**src/rtl/template_match_stream.sv**
```systemverilog
// Streaming binary template matcher: sliding-window SAD (popcount of XOR) with threshold hits and best-match tracking.
// Latency: match_valid two cycles after the edge that accepts the window's bottom-right pixel; done two cycles after the last result.
// Backpressure: none; pix_valid gaps become pipeline bubbles, results are never reordered or dropped.
module template_match_stream #(
    parameter int IMG_W = 64,
    parameter int IMG_H = 48,
    parameter int TPL_W = 8,
    parameter int TPL_H = 8,
    parameter int SAD_W = 7,
    parameter int XW    = 6,
    parameter int YW    = 6
) (
    input  logic             clk,
    input  logic             rst,
    input  logic             tpl_load,
    input  logic [TPL_W-1:0] tpl_row,
    input  logic             frame_start,
    input  logic             pix_valid,
    input  logic             pix_d,
    input  logic [SAD_W-1:0] threshold,
    output logic             match_valid,
    output logic [SAD_W-1:0] match_sad,
    output logic [XW-1:0]    match_x,
    output logic [YW-1:0]    match_y,
    output logic             hit,
    output logic             busy,
    output logic             done,
    output logic [SAD_W-1:0] best_sad,
    output logic [XW-1:0]    best_x,
    output logic [YW-1:0]    best_y
);
    localparam int NPIX = TPL_W * TPL_H;
    localparam int PW   = $clog2(TPL_H);

    typedef enum logic [1:0] {IDLE, RUN, DRAIN} state_t;

    state_t            state, state_nxt;
    logic [XW-1:0]     x, cur_x;
    logic [YW-1:0]     y, cur_y;
    logic              start, accept, last_pix, win_full;
    logic [1:0]        epoch, epoch_nxt;
    logic [PW-1:0]     tpl_ptr;
    logic [TPL_W-1:0]  tpl [TPL_H];
    logic [IMG_W-1:0]  lb  [TPL_H-1];
    logic [TPL_W-1:0]  win [TPL_H];
    logic [TPL_H-1:0]  col;
    logic [NPIX-1:0]   win_xor;
    logic              w_vld, w_last, s1_vld, s1_last, s2_last, upd_last;
    logic [1:0]        w_ep, s1_ep, s2_ep;
    logic [XW-1:0]     w_x, s1_x;
    logic [YW-1:0]     w_y, s1_y;
    logic [NPIX-1:0]   s1_xor;
    logic [SAD_W-1:0]  pop;

    // A qualified frame_start restarts the frame from any state; that pixel is (0,0).
    assign start     = pix_valid & frame_start;
    assign accept    = start | (pix_valid & (state == RUN));
    assign cur_x     = start ? '0 : x;
    assign cur_y     = start ? '0 : y;
    assign last_pix  = (cur_x == XW'(IMG_W-1)) && (cur_y == YW'(IMG_H-1));
    assign win_full  = (cur_x >= XW'(TPL_W-1)) && (cur_y >= YW'(TPL_H-1));
    // The epoch tags results so that leftovers of an aborted frame cannot touch best_*.
    assign epoch_nxt = start ? epoch + 2'd1 : epoch;
    assign busy      = (state != IDLE);

    // State register
    always_ff @(posedge clk or negedge rst) begin
        if (!rst) state <= IDLE;
        else      state <= state_nxt;
    end

    // Next-state: run until the last pixel, then drain until the final result has updated best_*
    always_comb begin
        state_nxt = state;
        case (state)
            IDLE:    if (start) state_nxt = RUN;
            RUN:     if (accept && last_pix) state_nxt = DRAIN;
            DRAIN:   if (start) state_nxt = RUN;
                     else if (upd_last) state_nxt = IDLE;
            default: state_nxt = IDLE;
        endcase
    end

    // Raster position of the next expected pixel, plus the frame epoch
    always_ff @(posedge clk or negedge rst) begin
        if (!rst) begin
            x     <= '0;
            y     <= '0;
            epoch <= '0;
        end else begin
            epoch <= epoch_nxt;
            if (accept) begin
                if (last_pix) begin
                    x <= '0;
                    y <= '0;
                end else if (cur_x == XW'(IMG_W-1)) begin
                    x <= '0;
                    y <= cur_y + YW'(1);
                end else begin
                    x <= cur_x + XW'(1);
                    y <= cur_y;
                end
            end
        end
    end

    // Template rows are written only while idle; the row pointer rewinds on each new frame
    always_ff @(posedge clk or negedge rst) begin
        if (!rst) begin
            tpl_ptr <= '0;
            for (int r = 0; r < TPL_H; r++) tpl[r] <= '0;
        end else if (start) begin
            tpl_ptr <= '0;
        end else if (tpl_load && !busy) begin
            tpl[tpl_ptr] <= tpl_row;
            tpl_ptr      <= (tpl_ptr == PW'(TPL_H-1)) ? '0 : tpl_ptr + PW'(1);
        end
    end

    // New window column: line-buffer taps on top (oldest row first), the live pixel at the bottom
    always_comb begin
        col          = '0;
        col[TPL_H-1] = pix_d;
        for (int r = 0; r < TPL_H-1; r++) col[r] = lb[TPL_H-2-r][cur_x];
    end

    // Line buffers cascade row by row; the window shifts left so bit TPL_W-1 holds the newest column
    always_ff @(posedge clk) begin
        if (accept) begin
            lb[0][cur_x] <= pix_d;
            for (int k = 1; k < TPL_H-1; k++) lb[k][cur_x] <= lb[k-1][cur_x];
            for (int r = 0; r < TPL_H; r++) win[r] <= {col[r], win[r][TPL_W-1:1]};
        end
    end

    // Window valid/coordinate tags, aligned with the freshly shifted window
    always_ff @(posedge clk or negedge rst) begin
        if (!rst) begin
            w_vld  <= 1'b0;
            w_last <= 1'b0;
            w_ep   <= '0;
            w_x    <= '0;
            w_y    <= '0;
        end else begin
            w_vld  <= accept & win_full;
            w_last <= accept & last_pix;
            w_ep   <= epoch_nxt;
            w_x    <= cur_x - XW'(TPL_W-1);
            w_y    <= cur_y - YW'(TPL_H-1);
        end
    end

    // Per-pixel mismatch map of window against template
    always_comb begin
        win_xor = '0;
        for (int r = 0; r < TPL_H; r++) win_xor[r*TPL_W +: TPL_W] = win[r] ^ tpl[r];
    end

    // Stage 1: mismatch map and coordinates
    always_ff @(posedge clk or negedge rst) begin
        if (!rst) begin
            s1_vld  <= 1'b0;
            s1_last <= 1'b0;
            s1_ep   <= '0;
            s1_x    <= '0;
            s1_y    <= '0;
            s1_xor  <= '0;
        end else begin
            s1_vld  <= w_vld;
            s1_last <= w_vld & w_last;
            s1_ep   <= w_ep;
            s1_x    <= w_x;
            s1_y    <= w_y;
            s1_xor  <= win_xor;
        end
    end

    // Popcount of the mismatch map
    always_comb begin
        pop = '0;
        for (int i = 0; i < NPIX; i++) pop = pop + SAD_W'(s1_xor[i]);
    end

    // Stage 2: SAD result, hit against the threshold presented now
    always_ff @(posedge clk or negedge rst) begin
        if (!rst) begin
            match_valid <= 1'b0;
            match_sad   <= '0;
            match_x     <= '0;
            match_y     <= '0;
            hit         <= 1'b0;
            s2_last     <= 1'b0;
            s2_ep       <= '0;
        end else begin
            match_valid <= s1_vld;
            match_sad   <= pop;
            match_x     <= s1_x;
            match_y     <= s1_y;
            hit         <= s1_vld && (pop <= threshold);
            s2_last     <= s1_last;
            s2_ep       <= s1_ep;
        end
    end

    // Best tracking: strict less-than keeps the earliest window on ties; done follows the final update
    always_ff @(posedge clk or negedge rst) begin
        if (!rst) begin
            best_sad <= '1;
            best_x   <= '0;
            best_y   <= '0;
            upd_last <= 1'b0;
            done     <= 1'b0;
        end else begin
            done <= upd_last & ~start;
            if (start) begin
                best_sad <= '1;
                best_x   <= '0;
                best_y   <= '0;
                upd_last <= 1'b0;
            end else begin
                upd_last <= match_valid & s2_last & (s2_ep == epoch);
                if (match_valid && (s2_ep == epoch) && (match_sad < best_sad)) begin
                    best_sad <= match_sad;
                    best_x   <= match_x;
                    best_y   <= match_y;
                end
            end
        end
    end
endmodule

```
**config.mk**
```make
export PLATFORM = sky130hd
export DESIGN_NAME = template_match_stream
export DESIGN_NICKNAME = d
export VERILOG_FILES = /design/src/rtl/template_match_stream.sv
export SDC_FILE = /design/constraint.sdc
export NUM_CORES = 1
export LEC_CHECK = 0
export CAP_MARGIN = 25
export CORE_MARGIN = 2
export CORE_UTILIZATION = 60
export DETAILED_ROUTE_END_ITERATION = 8
export HOLD_SLACK_MARGIN = 0.12
export MAX_ROUTING_LAYER = met4
export PLACE_DENSITY = 0.75
export SYNTH_ARGS = -nofsm -noshare
export SYNTH_HDL_FRONTEND = slang
export SYNTH_SLANG_ARGS = --single-unit
```
**constraint.sdc**
```tcl
create_clock -name clk -period 11.6 [get_ports clk]
set_input_delay 1.74 -clock clk [delete_from_list [all_inputs] [get_ports clk]]
set_output_delay 1.74 -clock clk [all_outputs]
set_load 0.01 [all_outputs]
```
* Yosys cells after proc, flatten, opt, wreduce, memory -nomap -nowiden
Memories as Yosys holds them, arrays and structs flattened.
Cells that the tools add are included.
** Storage, ports and cells
- Output and inout port bits :: 42
- RAM bits :: 512
- Register bits :: 222
- Memories :: 2
- Bits of input ports :: 21
- Logic and storage cells :: 201
** Cells by class
- Multiplexer cells :: 43
- Reductions and logical operators :: 16
- Add/sub/neg operators :: 69
- Eq/ne operators :: 9
- Bitwise logic cells :: 19
- $lt $le $gt $ge :: 8
** Memory list
- lb :: depth 7, width 64, read ports 7, clocked after Yosys merged registers in 0, wr ports 7, RTL line 44 : logic [IMG_W-1:0] lb [TPL_H-1];
- win :: depth 8, width 8, read ports 8, clocked after Yosys merged registers in 0, wr ports 8, RTL line 45 : logic [TPL_W-1:0] win [TPL_H];
** Operator list (count)
- $add A7 B1 Y7 :: 57
- $bwmux W64 :: 1
- $mux W64 :: 1
- $xor A8 B8 Y8 :: 8
- $mux W6 :: 10
- $bmux W1 S6 :: 7
- $demux W8 S3 :: 1
- $mux W7 :: 2
- $add A6 B1 Y6 const B :: 2
- $eq A6 B6 Y1 const B :: 2
- $ge A6 B3 Y1 const B :: 2
- $sub A6 B3 Y6 const B :: 2
- $mux W1 :: 11
- $logic_and A1 B1 Y1 :: 9
- $mux W3 :: 3
- $and A1 B1 Y1 :: 8
- $mux W2 :: 4
- $mux W8 :: 1
- $add A6 B1 Y7 :: 1
- $le A7 B7 Y1 :: 1
- $lt A6 B7 Y1 const B :: 1
- $lt A7 B7 Y1 :: 1
- $add A5 B1 Y6 :: 1
- $demux W1 S6 :: 1
- 25 further kinds :: 27

* Depth between registers and ports, before layout
- Depth after elaboration :: 65
- Gate-level depth with buffers :: 28
- Gate-level depth less buffers :: 28

* Worst setup path after synthesis
OpenSTA, ideal clock, no wires.
- Path type :: reg2reg
- From :: reg s1_xor[53]
- To :: reg hit
- Path buffers :: 0
- Arrival :: 6.458 ns
- Clock period less this slack :: 6.540 ns
- Data required time :: 11.518 ns
- Stages on the path, launching flop included :: 29
- Setup slack :: 5.060 ns
- Library setup time :: 0.082 ns
- Cells stage by stage :: dfrtp_1 fa_1 inv_1 fa_1 inv_1 fa_1 inv_1 fa_1 inv_1 fa_1 inv_1 fa_1 fa_1 fa_1 inv_1 ha_1 fa_1 a21oi_1 nor2_1 nor2_1 nor2b_1 o21ai_0 nand2b_1 ha_1 nand3_1 or3_1 nand2_1 nand2_1 a31oi_1
** Between the ends
- Cells in the longest elaborated chain, start to end :: 13
** Ends and longest elaborated chain
- start, declared :: RTL line 52 : logic [NPIX-1:0] s1_xor;
- start signal, assigned :: RTL line 174 : s1_xor <= win_xor;
- $add A7 B1 Y7 (11 in a row) :: RTL line 181 : for (int i = 0; i < NPIX; i++) pop = pop + SAD_W'(s1_xor[i]);
- via pop[6] :: RTL line 53 : logic [SAD_W-1:0] pop;
- $le A7 B7 Y1 :: RTL line 199 : hit <= s1_vld && (pop <= threshold);
- $logic_and A1 B1 Y1 :: RTL line 199
- end signal, assigned :: RTL line 199
- end, declared :: RTL line 25 : output logic hit,
The timed path passes the listed nets, and every way through them passes these cells.
A chain may end at the register's enable or synchronous reset.

* Worst setup path after layout
Ends and elaborated chain as after synthesis.

==> flow_results.xml <==
<?xml version="1.0" encoding="UTF-8"?>
<metrics>
  <group name="status">
    <metric name="status" unit="">completed</metric>
  </group>
  <group name="worst_setup_path">
    <metric name="crit_path_capture_type" unit="">register</metric>
    <metric name="worstRegToRegCells" unit="">28</metric>
    <metric name="timing.critical_path.from_type" unit="">register</metric>
    <metric name="critical_path.slowest_cell" unit="">sky130_fd_sc_hd__fa_1</metric>
    <metric name="worst_path_largest_cell_delay" unit="ns">0.55</metric>
    <metric name="crit_fanout" unit="">2</metric>
    <metric name="cp_data_arrival_time" unit="ns">7.39</metric>
    <metric name="data_required_time_of_the_worst_path" unit="ns">12.12</metric>
    <metric name="cp_num_buf_inv" unit="">6</metric>
    <metric name="r2r_slack" unit="ns">4.73</metric>
    <metric name="worst-setup-path-type" unit="">register to register</metric>
    <metric name="reg2reg_from" unit="">s1_xor[53]</metric>
    <metric name="rr_endpoint" unit="">hit</metric>
    <metric name="cpLargestDelayFamily" unit="">adder cells</metric>
    <metric name="cpMostUsedCell" unit="">sky130_fd_sc_hd__fa_1</metric>
  </group>
  <group name="layout">
    <metric name="final_core_util" unit="">0.6791</metric>
    <metric name="finish.cell_count_without_fillers" unit="">2724</metric>
    <metric name="post_route_cells_drive_above_1_share" unit="">0.1306</metric>
    <metric name="area_growth_syn_to_layout" unit="%">11.88</metric>
    <metric name="filler_instances" unit="">3237</metric>
    <metric name="num-nets-final" unit="">2110</metric>
    <metric name="diodes" unit="">0</metric>
  </group>
  <group name="sta">
    <metric name="final.setup.worst_slack" unit="ns">4.725</metric>
    <metric name="tightest_pin_transition" unit="ns">1.252</metric>
    <metric name="max-slew-margin-rel" unit="">0.1654</metric>
    <metric name="slew_violations" unit="">0</metric>
    <metric name="unrepaired_setup_endpoints_after_global_routing" unit="">false</metric>
    <metric name="timing.setup.tns" unit="ns">0</metric>
    <metric name="fin_worst_skew" unit="ns">0.02382</metric>
    <metric name="hold_violations" unit="">0</metric>
    <metric name="min_period_over_period" unit="">0.5927</metric>
    <metric name="fin_crit" unit="ns">6.875</metric>
    <metric name="setup_viol" unit="">0</metric>
    <metric name="clock.fmax" unit="GHz">0.1455</metric>
  </group>
  <group name="floorplanning">
    <metric name="coreArea" unit="µm²">48950</metric>
    <metric name="initial_core_util" unit="">0.6069</metric>
    <metric name="floorplan.rows" unit="">81</metric>
    <metric name="io_pins" unit="">63</metric>
    <metric name="floorplan.die.height" unit="µm">226.5</metric>
    <metric name="dieArea" unit="µm²">51310</metric>
    <metric name="die_width" unit="µm">226.5</metric>
  </group>
  <group name="hold_path">
    <metric name="timing.hold.worst_path_depth" unit="">0</metric>
    <metric name="min-delay-path-class" unit="">register to register</metric>
    <metric name="hold-path-endpoint" unit="">s1_x[0]</metric>
    <metric name="timing.hold.worst.start" unit="">w_x[0]</metric>
  </group>
  <group name="logic_synthesis">
    <metric name="synthTopCellsByArea" unit="">sky130_fd_sc_hd__edfxtp_1, sky130_fd_sc_hd__dfrtp_1, sky130_fd_sc_hd__fa_1</metric>
    <metric name="ys_seq_area_frac" unit="">0.7048</metric>
    <metric name="postSynthRegisterBits" unit="">734</metric>
    <metric name="synthDominantCellAreaShare" unit="">0.5175</metric>
    <metric name="synthesized_net_count" unit="">2033</metric>
    <metric name="syn_avg_cell_area" unit="µm²">15.43</metric>
    <metric name="synth_cells" unit="">1926</metric>
    <metric name="synth.distinct_cells" unit="">76</metric>
    <metric name="library_cell_occupying_the_most_area_in_the_post_synthesis_netlist" unit="">sky130_fd_sc_hd__edfxtp_1</metric>
    <metric name="synthFlopType" unit="">sky130_fd_sc_hd__edfxtp_1</metric>
    <metric name="synthesis.yosys.warnings" unit="">0</metric>
    <metric name="synth_enable_flop_cells" unit="">512</metric>
    <metric name="share_of_flip_flops_with_an_asynchronous_set_or_reset" unit="">0.3025</metric>
    <metric name="synth.cell_area" unit="µm²">29710</metric>
  </group>
  <group name="clocking">
    <metric name="cts_hold_repair.buffers" unit="">0</metric>
    <metric name="clk_latency" unit="ns">0.61</metric>
    <metric name="clock_tree_sinks" unit="">734</metric>
    <metric name="clockBufferDepth" unit="">3</metric>
    <metric name="ctsHtreeMaxLevel" unit="">3</metric>
    <metric name="cts_tree" unit="">done</metric>
    <metric name="clkSlewWorstSetupHoldPaths" unit="ns">0.06</metric>
    <metric name="post_cts.repair.setup_buffers" unit="">0</metric>
    <metric name="clock_buffers_created_by_tritoncts" unit="">72</metric>
    <metric name="cts_resizes" unit="">0</metric>
    <metric name="clock_tree.root_cell" unit="">sky130_fd_sc_hd__clkbuf_16</metric>
  </group>
  <group name="drt">
    <metric name="drt_pre_antenna_iters" unit="">6</metric>
    <metric name="ant_nets" unit="">0</metric>
    <metric name="postRouteWirelength" unit="µm">65930</metric>
    <metric name="remaining_drc_errors" unit="">0</metric>
    <metric name="drt_first_iter_violations" unit="">1982</metric>
    <metric name="routed_via_density" unit="">6.166</metric>
    <metric name="wl_per_cell" unit="µm">24.20</metric>
    <metric name="vias" unit="">16800</metric>
  </group>
  <group name="job">
    <metric name="maxCapViolations" unit="">0</metric>
  </group>
  <group name="global_route">
    <metric name="gr-total-overflow" unit="">0</metric>
    <metric name="global_route.usage.total" unit="">0.2730</metric>
    <metric name="grt_antenna_before_repair" unit="">0</metric>
    <metric name="maximum_number_of_pins_on_one_net_before_global_route_repair" unit="">83</metric>
    <metric name="first_pass_grt_wire_length" unit="µm">100900</metric>
    <metric name="vias_in_the_first_global_route" unit="">17150</metric>
  </group>
  <group name="placement">
    <metric name="gpl.final_weighted_congestion" unit="">0.9084</metric>
    <metric name="port_buffers" unit="">62</metric>
    <metric name="detailed_place_hpwl" unit="µm">41680</metric>
    <metric name="dp_slack" unit="ns">4.726</metric>
    <metric name="placed_cells_incl_taps" unit="">2591</metric>
  </group>
</metrics>
-- layout by cell type (no fill, tap or decap), drive strengths merged, types with 7 or more instances in the layout --
cell type,instances
clkbuf,104
nor2,105
o211ai,8
fa,54
nand3,14
o21ai,36
clkdlybuf4s50,60
nand2b,10
o22ai,29
nand4,9
dfstp,7
xor2,66
mux2,95
a221oi,55
o221ai,7
mux2i,60
a22oi,51
nor3,19
nand2,131
clkinv,21
nand3b,12
nor2b,13
a211oi,8
xnor2,12
and2,11
ha,32
inv,108
a21oi,80
buf,28
dfrtp,215
edfxtp,512
a211o,11
-- worst register-to-register path, delay by kind of cell, from the launching register on --
family / cells / cell delay (ns)
buf+inv: 6 / 0.32
simple gates: 8 / 0.88
flops: 1 / 0.38
fa+ha+maj: 11 / 4.82
compound gates: 3 / 0.41
-- cell families (layout without fill, tap and decap cells) --
group           Yosys count  in the layout  synth area share
compound gates          338            338           0.08191
xor+xnor                 78             78           0.02299
fa+ha+maj                86             86           0.04986
buf+inv                 192            326           0.03032
flops                   734            734            0.7048
mux                     155            155           0.05635
simple gates            343            343           0.05378
-- sequential cells by signal (all words and copies together), names as in the netlist, 7 cells and up --
register,cells
lb,448
s1_xor,64
tpl,64
win,64
best_sad,7
match_sad,7
-- worst max path at each step --
| stage | depth (start not counted) | startpoint | endpoint |
|---|---|---|---|
| detailed placement | 28 | s1_xor[53] | hit |
| floorplan | 28 | s1_xor[53] | hit |
| global route | 28 | s1_xor[53] | hit |
| finish | 28 | s1_xor[53] | hit |
| global placement | 28 | s1_xor[53] | hit |
| CTS | 28 | s1_xor[53] | hit |
-- synthesized netlist by cell type (8+ instances only) --
cell	count
sky130_fd_sc_hd__nand2b_1	10
sky130_fd_sc_hd__inv_1	106
sky130_fd_sc_hd__o22ai_1	29
sky130_fd_sc_hd__dfrtp_1	215
sky130_fd_sc_hd__nand3_1	14
sky130_fd_sc_hd__nor2b_1	13
sky130_fd_sc_hd__a221oi_1	54
sky130_fd_sc_hd__a211o_1	11
sky130_fd_sc_hd__a22oi_1	47
sky130_fd_sc_hd__buf_2	42
sky130_fd_sc_hd__buf_6	9
sky130_fd_sc_hd__xor2_1	66
sky130_fd_sc_hd__nand4_1	9
sky130_fd_sc_hd__a21oi_1	80
sky130_fd_sc_hd__nand2_1	131
sky130_fd_sc_hd__mux2_2	94
sky130_fd_sc_hd__a211oi_1	8
sky130_fd_sc_hd__xnor2_1	12
sky130_fd_sc_hd__nor2_1	102
sky130_fd_sc_hd__ha_1	32
sky130_fd_sc_hd__o21ai_0	35
sky130_fd_sc_hd__edfxtp_1	512
sky130_fd_sc_hd__o211ai_1	8
sky130_fd_sc_hd__and2_1	11
sky130_fd_sc_hd__nand3b_1	12
sky130_fd_sc_hd__mux2i_1	60
sky130_fd_sc_hd__nor3_1	14
sky130_fd_sc_hd__buf_4	15
sky130_fd_sc_hd__fa_1	54
sky130_fd_sc_hd__clkbuf_1	15
-- per-layer routing --
layer | GRT usage | share of wire | up-vias
met3 | 0.06026 | 0.092 | 150
li1 | - | - | 7287
met5 | - | 0 | -
met2 | 0.4163 | 0.48 | 806
met4 | 0.09826 | 0.032 | 0
met1 | 0.3666 | 0.40 | 8552
-- area by class of cell --
cell class	count	area (µm²)	share of cell area
inverters	107	405.4	0.01220
flip-flops and latches	734	20950	0.6302
repair buffers	88	828.3	0.02492
clock buffers	104	2097	0.06309
clock inverters	27	245.2	0.007378
multi-input cells	1000	7886	0.2372
well taps	664	830.8	0.02499
-- per-stage QoR --
stage | instance area [µm²] | hold WS [ns]
after detailed placement | 30870 | 0.3347
after global routing | 33240 | 0.3432
final | 33240 | 0.3335
after global placement | 30870 | 0.3330
after floorplan | 29710 | 0.3312
after CTS | 33210 | 0.3262
Power is not shown: default switching activity piles up to over one toggle a cycle in this logic, so the estimate is an artifact.
